<file path="config.mk">
export PLATFORM = sky130hd
export DESIGN_NAME = hazard_freeze_ctrl
export DESIGN_NICKNAME = d
export VERILOG_FILES = /design/src/rtl/hazard_freeze_ctrl.sv
export SDC_FILE = /design/constraint.sdc
export NUM_CORES = 1
export LEC_CHECK = 0
export ABC_AREA = 0
export BUFFER_PORTS_ARGS = -buffer_cell sky130_fd_sc_hd__buf_2
export CAP_MARGIN = 25
export CORE_MARGIN = 2
export CORE_UTILIZATION = 48
export DETAILED_ROUTE_END_ITERATION = 10
export PLACE_DENSITY = 0.75
export SETUP_SLACK_MARGIN = 0.3
export SYNTH_ARGS = -nofsm -noshare
export SYNTH_HDL_FRONTEND = slang
export SYNTH_SLANG_ARGS = --single-unit
export TNS_END_PERCENT = 30
</file>
<file path="constraint.sdc">
create_clock -name i_clk -period 1.9 [get_ports i_clk]
set_input_delay 0.19 -clock i_clk [delete_from_list [all_inputs] [get_ports i_clk]]
set_output_delay 0.19 -clock i_clk [all_outputs]
set_load 0.02 [all_outputs]
</file>
<file path="src/rtl/hazard_freeze_ctrl.sv">
// Pipeline freeze/flush/bubble sequencing for the 5-stage core.
// Optional operand forwarding is enabled by defining FORWARDING_EN.
module hazard_freeze_ctrl #(
  parameter int unsigned MEM_TIMEOUT = 64,
  parameter int unsigned CNT_W       = 16
) (
  input  logic             i_clk,
  input  logic             i_rst,
  input  logic             i_id_valid,
  input  logic [3:0]       i_id_src_rn,
  input  logic [3:0]       i_id_src_rm,
  input  logic             i_id_uses_rn,
  input  logic             i_id_two_src,
  input  logic [3:0]       i_exe_dest,
  input  logic             i_exe_wb_en,
  input  logic             i_exe_mem_read,
  input  logic [3:0]       i_mem_dest,
  input  logic             i_mem_wb_en,
  input  logic             i_branch_taken,
  input  logic             i_mem_req,
  input  logic             i_mem_ready,
  output logic             o_freeze_pc,
  output logic             o_freeze_if_id,
  output logic             o_freeze_back,
  output logic             o_flush_if_id,
  output logic             o_bubble_id_exe,
  output logic [1:0]       o_fwd_sel_rn,
  output logic [1:0]       o_fwd_sel_rm,
  output logic [CNT_W-1:0] o_stall_count,
  output logic [CNT_W-1:0] o_flush_count,
  output logic             o_mem_timeout
);

  typedef enum logic {
    S_RUN,
    S_MEM_WAIT
  } state_t;

  localparam logic [15:0] LP_TO    = 16'(MEM_TIMEOUT);
  localparam logic [15:0] LP_TO_M1 = 16'(MEM_TIMEOUT - 1);
  localparam logic [CNT_W-1:0] LP_ONE = {{(CNT_W-1){1'b0}}, 1'b1};

  state_t           r_state;
  state_t           w_next_state;
  logic [15:0]      r_wait_cnt;
  logic [15:0]      w_next_wait;
  logic [CNT_W-1:0] r_stall_count;
  logic [CNT_W-1:0] r_flush_count;
  logic             r_mem_timeout;

  logic w_mfz;
  logic w_rn_exe, w_rm_exe, w_rn_mem, w_rm_mem;
  logic w_hz_exe, w_hz_mem, w_hz;
  logic w_branch_flush;
  logic w_freeze_pc, w_freeze_if_id, w_freeze_back;
  logic w_flush_if_id, w_bubble_id_exe;
  logic [1:0] w_fwd_rn, w_fwd_rm;

  assign w_mfz = i_mem_req & ~i_mem_ready;

  assign w_rn_exe = i_id_valid & i_id_uses_rn & i_exe_wb_en
                  & (i_exe_dest == i_id_src_rn);
  assign w_rm_exe = i_id_valid & i_id_two_src & i_exe_wb_en
                  & (i_exe_dest == i_id_src_rm);
  assign w_rn_mem = i_id_valid & i_id_uses_rn & i_mem_wb_en
                  & (i_mem_dest == i_id_src_rn);
  assign w_rm_mem = i_id_valid & i_id_two_src & i_mem_wb_en
                  & (i_mem_dest == i_id_src_rm);

  assign w_hz_exe = w_rn_exe | w_rm_exe;
  assign w_hz_mem = w_rn_mem | w_rm_mem;

`ifdef FORWARDING_EN
  assign w_hz = w_hz_exe & i_exe_mem_read;
`else
  assign w_hz = w_hz_exe | w_hz_mem;
`endif

  assign w_branch_flush = ~w_mfz & i_branch_taken;

  // Priority: memory freeze, then branch squash, then ID hazard stall
  always_comb begin
    w_freeze_pc     = 1'b0;
    w_freeze_if_id  = 1'b0;
    w_freeze_back   = 1'b0;
    w_flush_if_id   = 1'b0;
    w_bubble_id_exe = 1'b0;
    if (w_mfz) begin
      w_freeze_pc    = 1'b1;
      w_freeze_if_id = 1'b1;
      w_freeze_back  = 1'b1;
    end else if (i_branch_taken) begin
      w_flush_if_id   = 1'b1;
      w_bubble_id_exe = 1'b1;
    end else if (w_hz) begin
      w_freeze_pc     = 1'b1;
      w_freeze_if_id  = 1'b1;
      w_bubble_id_exe = 1'b1;
    end
  end

  // Operand source select; EXE result wins over MEM result
  always_comb begin
    w_fwd_rn = 2'b00;
    w_fwd_rm = 2'b00;
`ifdef FORWARDING_EN
    if (!w_mfz && !i_branch_taken && !w_hz) begin
      if (w_rn_exe)      w_fwd_rn = 2'b01;
      else if (w_rn_mem) w_fwd_rn = 2'b10;
      if (w_rm_exe)      w_fwd_rm = 2'b01;
      else if (w_rm_mem) w_fwd_rm = 2'b10;
    end
`endif
  end

  // Next state and wait counter for the memory handshake
  always_comb begin
    w_next_state = r_state;
    w_next_wait  = r_wait_cnt;
    unique case (r_state)
      S_RUN: begin
        if (w_mfz) begin
          w_next_state = S_MEM_WAIT;
          w_next_wait  = 16'd1;
        end
      end
      S_MEM_WAIT: begin
        if (w_mfz) begin
          if (r_wait_cnt < LP_TO)
            w_next_wait = r_wait_cnt + 16'd1;
        end else begin
          w_next_state = S_RUN;
          w_next_wait  = 16'd0;
        end
      end
      default: begin
        w_next_state = S_RUN;
        w_next_wait  = 16'd0;
      end
    endcase
  end

  // State register and wait counter
  always_ff @(posedge i_clk or posedge i_rst) begin
    if (i_rst) begin
      r_state    <= S_RUN;
      r_wait_cnt <= 16'd0;
    end else begin
      r_state    <= w_next_state;
      r_wait_cnt <= w_next_wait;
    end
  end

  // Saturating stall/flush counters and sticky timeout flag
  always_ff @(posedge i_clk or posedge i_rst) begin
    if (i_rst) begin
      r_stall_count <= '0;
      r_flush_count <= '0;
      r_mem_timeout <= 1'b0;
    end else begin
      if (w_freeze_pc && (r_stall_count != '1))
        r_stall_count <= r_stall_count + LP_ONE;
      if (w_branch_flush && (r_flush_count != '1))
        r_flush_count <= r_flush_count + LP_ONE;
      if (w_mfz && (r_wait_cnt == LP_TO_M1))
        r_mem_timeout <= 1'b1;
    end
  end

  assign o_freeze_pc     = w_freeze_pc;
  assign o_freeze_if_id  = w_freeze_if_id;
  assign o_freeze_back   = w_freeze_back;
  assign o_flush_if_id   = w_flush_if_id;
  assign o_bubble_id_exe = w_bubble_id_exe;
  assign o_fwd_sel_rn    = w_fwd_rn;
  assign o_fwd_sel_rm    = w_fwd_rm;
  assign o_stall_count   = r_stall_count;
  assign o_flush_count   = r_flush_count;
  assign o_mem_timeout   = r_mem_timeout;

endmodule

</file>
### After elaboration in Yosys (flattened, before gate mapping)

Index checks and enable logic that the tools add are counted.

| storage, ports and cells | value |
|---|---|
| logic and storage cells | 52 |
| register bits | 50 |
| bits of input ports | 27 |
| output and inout bits | 42 |

| cells by class | value |
|---|---|
| add/sub/neg operators | 3 |
| eq/ne operators | 9 |
| magnitude comparators | 1 |
| reduce and logical (&&, ||, !) cells | 4 |
| bitwise operators | 18 |
| muxes and demuxes | 12 |

Operators by type and width:

| operator | number |
|---|---|
| $add 16x1->16 const B | 3 |
| $mux 16 | 3 |
| $ne 16x16->1 const B | 2 |
| $pmux 16 s2 | 1 |
| $eq 16x6->1 const B | 1 |
| $eq 4x4->1 | 4 |
| $lt 16x7->1 const B | 1 |
| $and 1x1->1 | 12 |
| $mux 1 | 8 |
| $logic_and 1x1->1 | 3 |
| $ne 3x2->1 const B | 1 |
| $not 1->1 | 3 |
| $or 1x1->1 | 3 |
| $ne 2x2->1 const B | 1 |
| $reduce_and 2->1 | 1 |

### Logic depth before layout (Yosys ltp)

| logic depth | value |
|---|---|
| word-level depth | 9 |
| gate-level depth with buffers | 7 |
| depth with buffers taken out | 7 |

### Worst setup path before layout

Ideal clock, no wire load.

| path | value |
|---|---|
| path type | register -> register |
| from | register r_stall_count[2] (netlist: o_stall_count[2]) |
| to | register r_stall_count[4] (netlist: o_stall_count[4]) |
| data arrival time | 1.833 ns |
| required time | 1.765 ns |
| setup time | 0.135 ns |
| stages on the path, launching flop included | 7 |
| setup slack | -0.067 ns |
| buffers on the path | 0 |
| clock period less this slack | 1.967 ns |
| cell sequence | dfrtp_1 > and4_1 > nand4_1 > nor3_1 > nand2b_1 > a211oi_1 > xor2_1 |

| on the way | value |
|---|---|
| word-level cells in the longest chain between the ends | 2 |
| elaborated cells between the ends (all ways) | 3 |
| classes of those cells | add/sub (1); eq/ne (1); reduce/logical (1) |

Ends and longest elaborated chain:

| element | line | RTL |
|---|---|---|
| from (decl) | 47 | `logic [CNT_W-1:0] r_stall_count;` |
| from (signal assigned) | 162 | `r_stall_count <= r_stall_count + LP_ONE;` |
| parallel branches: the longest is 2 deep, another holds $add 16x1->16 | n/a |  |

Several ways; the timed one is not identified.
A chain may end at the register's enable or synchronous reset.

### Worst setup path in the final report

| path | value |
|---|---|
| from | input port i_id_src_rm[0] |
| to | register r_stall_count[1] (netlist: o_stall_count[1]) |

| on the way | value |
|---|---|
| word-level cells in the longest chain between the ends | 8 |
| elaborated cells between the ends (all ways) | 11 |
| classes of those cells | eq/ne (2); mux (3); bitwise (5); reduce/logical (1) |

Ends and longest elaborated chain:

| element | line | RTL |
|---|---|---|
| from (decl) | 11 | `input logic [3:0] i_id_src_rm,` |
| $eq 4x4->1, on equally long branches | 64, 68 |  |
| $and 1x1->1, on equally long branches | 64, 68 |  |
| $or 1x1->1, on equally long branches | 70, 71 |  |
| $or 1x1->1 * | 76 | `assign w_hz = w_hz_exe \| w_hz_mem;` |
| $mux 1 * | 95 | `end else if (w_hz) begin` |
| $mux 1 * | 92 | `end else if (i_branch_taken) begin` |
| $mux 1 * | 88 | `if (w_mfz) begin` |
| $logic_and 1x1->1 * | 161 | `if (w_freeze_pc && (r_stall_count != '1))` |

Mark *: on every way between the ends. The rest lies on a longest branch, timed or not.

==> results by group <==
Routing
  – DRC Markers: 0
  – Top Layer Used: met4
  – Met2 routed WL: 3.23 mm
  – Routed wire per std cell: 14.6 microns
  – Post-DRT Antenna Nets: 0
  – Vias/cell: 5.24
  – Metal3 WL: 244 microns
  – Total Wirelength: 6.26 mm
  – Vias: 2,247
  – DRC marker count from the first detailed-route iteration: 67
  – TritonRoute pass-1 iters: 4
  – DRT met1 WL: 2.70 mm

Yosys
  – Cells after synthesis: 250
  – Syn Area/Cell: 10.6 sq um
  – Synth area leaders: dfrtp_1 (47%), xor2_1 (8.6%), xnor2_1 (7.6%)
  – Netlist Area Pre-Place: 2640 sq um
  – Largest area contributor in the netlist: dfrtp_1
  – Seq cells post-synth: 50
  – Synth Area in XOR/XNOR: 16.2%
  – Simple-gate share of the synthesized area: 18.8%
  – Largest family of logic cells by synthesized area: simple AND/OR/NAND/NOR gates
  – Synth unique cells: 43
  – Adder-cell share of the synthesized area: 1.42%
  – Post-synthesis compound-gate area fraction: 11.6%
  – Most common cell in the netlist: dfrtp_1
  – Post-synth top cells: dfrtp_1 (50), xor2_1 (26), nor2_1 (23), xnor2_1 (23), nand2_1 (17)
  – Ys Warns: 0
  – Mux contribution to synthesized area: 1.66%
  – Prevailing post-synth register cell: dfrtp_1
  – Sequential fraction of the synthesis area: 47.3%
  – Number of synthesized flops with an enable pin: 0
  – Async S/R FF share, synth: 100%
  – Synth top area share: 47.3%

Finish
  – Antenna cells: 0
  – Layout cells sized above 1: 42.0%
  – Final Util: 67.7%
  – Fillers: 417
  – Post-layout net count: 386
  – Layout overhead on the synthesized area: 38.5%

Global route
  – Largest net degree at the start of global routing: 27
  – Antenna violations before repair: 0
  – Total congestion overflow: 0
  – First-pass GRT wire length: 10.5 mm
  – Vias in the first global route: 2,396
  – Total GRT Usage: 21.1%

STA
  – Setup Viol. Count Final: 0
  – Clock Skews: 7.62 ps
  – Final Max Slew Viols: 0
  – Worst-margin pin slew: 551 ps
  – Unrepaired setup endpoints after global routing: true
  – Fin crit period: 1720 ps
  – Final hold vios: 0
  – Worst slew margin: 63.2%
  – Max frequency: 582 MHz
  – Final period util: 90.4%

Worst setup path
  – Crit path max fanout: 4
  – Required time of the worst setup path: 2090 ps
  – Setup CP Type: in -> reg
  – R2R cell count: 6
  – Worst path arrival time: 1910 ps
  – Startpoint class of the critical path: input port
  – CP endpoint kind: register

Floorplan
  – IO Pins: 69
  – Die Span Y: 78.2 microns
  – Die width: 78.2 microns
  – Row count: 27
  – Initial Utilization: 48.9%
  – Die area: 6110 sq um
  – CORE AREA: 5410 sq um

Clock tree
  – CTS max path bufs: 2
  – CTS H-tree lvls: 2
  – TritonCTS Buffers: 5
  – CTS root buffer: clkbuf_8
  – TritonCTS clock tree: built
  – Clock Latency Late Sink: 300 ps
  – # clock sinks: 50
  – Reg clk slew, reported paths: 90 ps

Place
  – DPL Wire Length: 4.35 mm
  – Final GP Congestion: 0.824
  – IO buf count: 63

Power and ir drop
  – Lkg Pwr: 0.00177 uW
  – Maximum vdd drop: 0.732 mV
  – Power density cells: 837 nW/um^2
  – Total power: 3060 uW

Hold path
  – Hold path cells: 3
  – Hold Path Class: in -> reg

Outcome
  – Outcome: completed

Job
  – MaxCap Viol Count: 0
==> layout by cell type (no fill, tap or decap), drive strengths merged, types with 5 or more instances in the layout <==
master / instances
a21oi: 5
a31oi: 5
and3: 6
and4: 11
buf: 104
clkbuf: 7
dfrtp: 50
inv: 5
nand2: 17
nand3: 8
nand4: 11
nor2: 23
o21ai: 5
xnor2: 23
xor2: 26
==> final cells by class <==
type	instances	area, sq um	share of cell area [%]
clock buffers	7	76.3	2.08
inverters	6	22.5	0.615
well taps	72	90.1	2.46
multi-input cells	188	1470	40.1
clock inverters	1	30.0	0.820
repair buffers	105	718	19.6
flip-flops and latches	50	1260	34.3
==> layer usage <==
metal / global-route usage (%) / vias to the layer above
met5: 0 / -
li1: - / 1101
met3: 4.37 / 9
met4: 6.84 / 0
met1: 25.9 / 1091
met2: 37.2 / 46
==> per-stage QoR <==
stage | hold slack [ps] | TNS (ps) | setup slack (ps) | std cells | instance area (sq um)
global route | 468 | 0 | 57.1 | 429 | 3660
floorplan | 460 | 0 | 123 | 253 | 2690
detailed placement | 270 | -238 | -115 | 400 | 3210
finish | 456 | 0 | 183 | 429 | 3660
CTS | 443 | 0 | 177 | 425 | 3560
global placement | 269 | -65.5 | -34.6 | 400 | 3210
==> power breakdown <==
group	switching [uW]	internal (uW)	total, uW	leakage, uW
clock network	344	395	739	0.0000524
registers	145	1210	1350	0.000662
logic	546	424	970	0.00106
total	1030	2030	3060	0.00177
==> worst max-delay path: stages <==
cell     delay (ps)
buf_6            90
xor2_1          150
or4_4           560
a41o_4          320
buf_4           150
a21oi_4         140
mux2_4          310
==> worst paths after layout <==
check                                              startpoint                             to  slack [ps]
worst max-delay path                           i_id_src_rm[0]   o_stall_count[1]$_DFFE_PP0P_         180
worst min-delay path                           i_branch_taken   o_flush_count[8]$_DFFE_PP0P_         460
worst max register to register      r_wait_cnt[6]$_DFFE_PP0P_     r_wait_cnt[15]$_DFFE_PP0P_         190
worst min register to register  o_stall_count[11]$_DFFE_PP0P_  o_stall_count[11]$_DFFE_PP0P_         500
max in group asynchronous                               i_rst   o_stall_count[4]$_DFFE_PP0P_         870
min in group asynchronous                               i_rst   o_flush_count[6]$_DFFE_PP0P_         480
==> registers in the layout, summed over array words and instances, names as in the netlist <==
name / count
o_flush_count: 16
o_stall_count: 16
r_wait_cnt: 16
o_mem_timeout: 1
r_state: 1
==> timing repair <==
action	in CTS	in global routing
endpoints found under the hold margin	24	0
hold buffers	1	0
pin swaps	13	6
resized for setup	28	17
gates cloned	0	0
endpoints found under the setup margin	35	43
setup buffers	16	4
==> kinds of logic after synthesis <==
| group | after synthesis |
|---|---|
| AND/OR/NAND/NOR | 90 |
| buffers and inverters | 15 |
| flip-flops | 50 |
| multiplexers | 4 |
| XOR/XNOR | 49 |
| other | 1 |
| adder cells (fa/ha/maj) | 3 |
| AO/OA/AOI/OAI | 38 |
No activity file was read; power rests on OpenSTA's default activity.
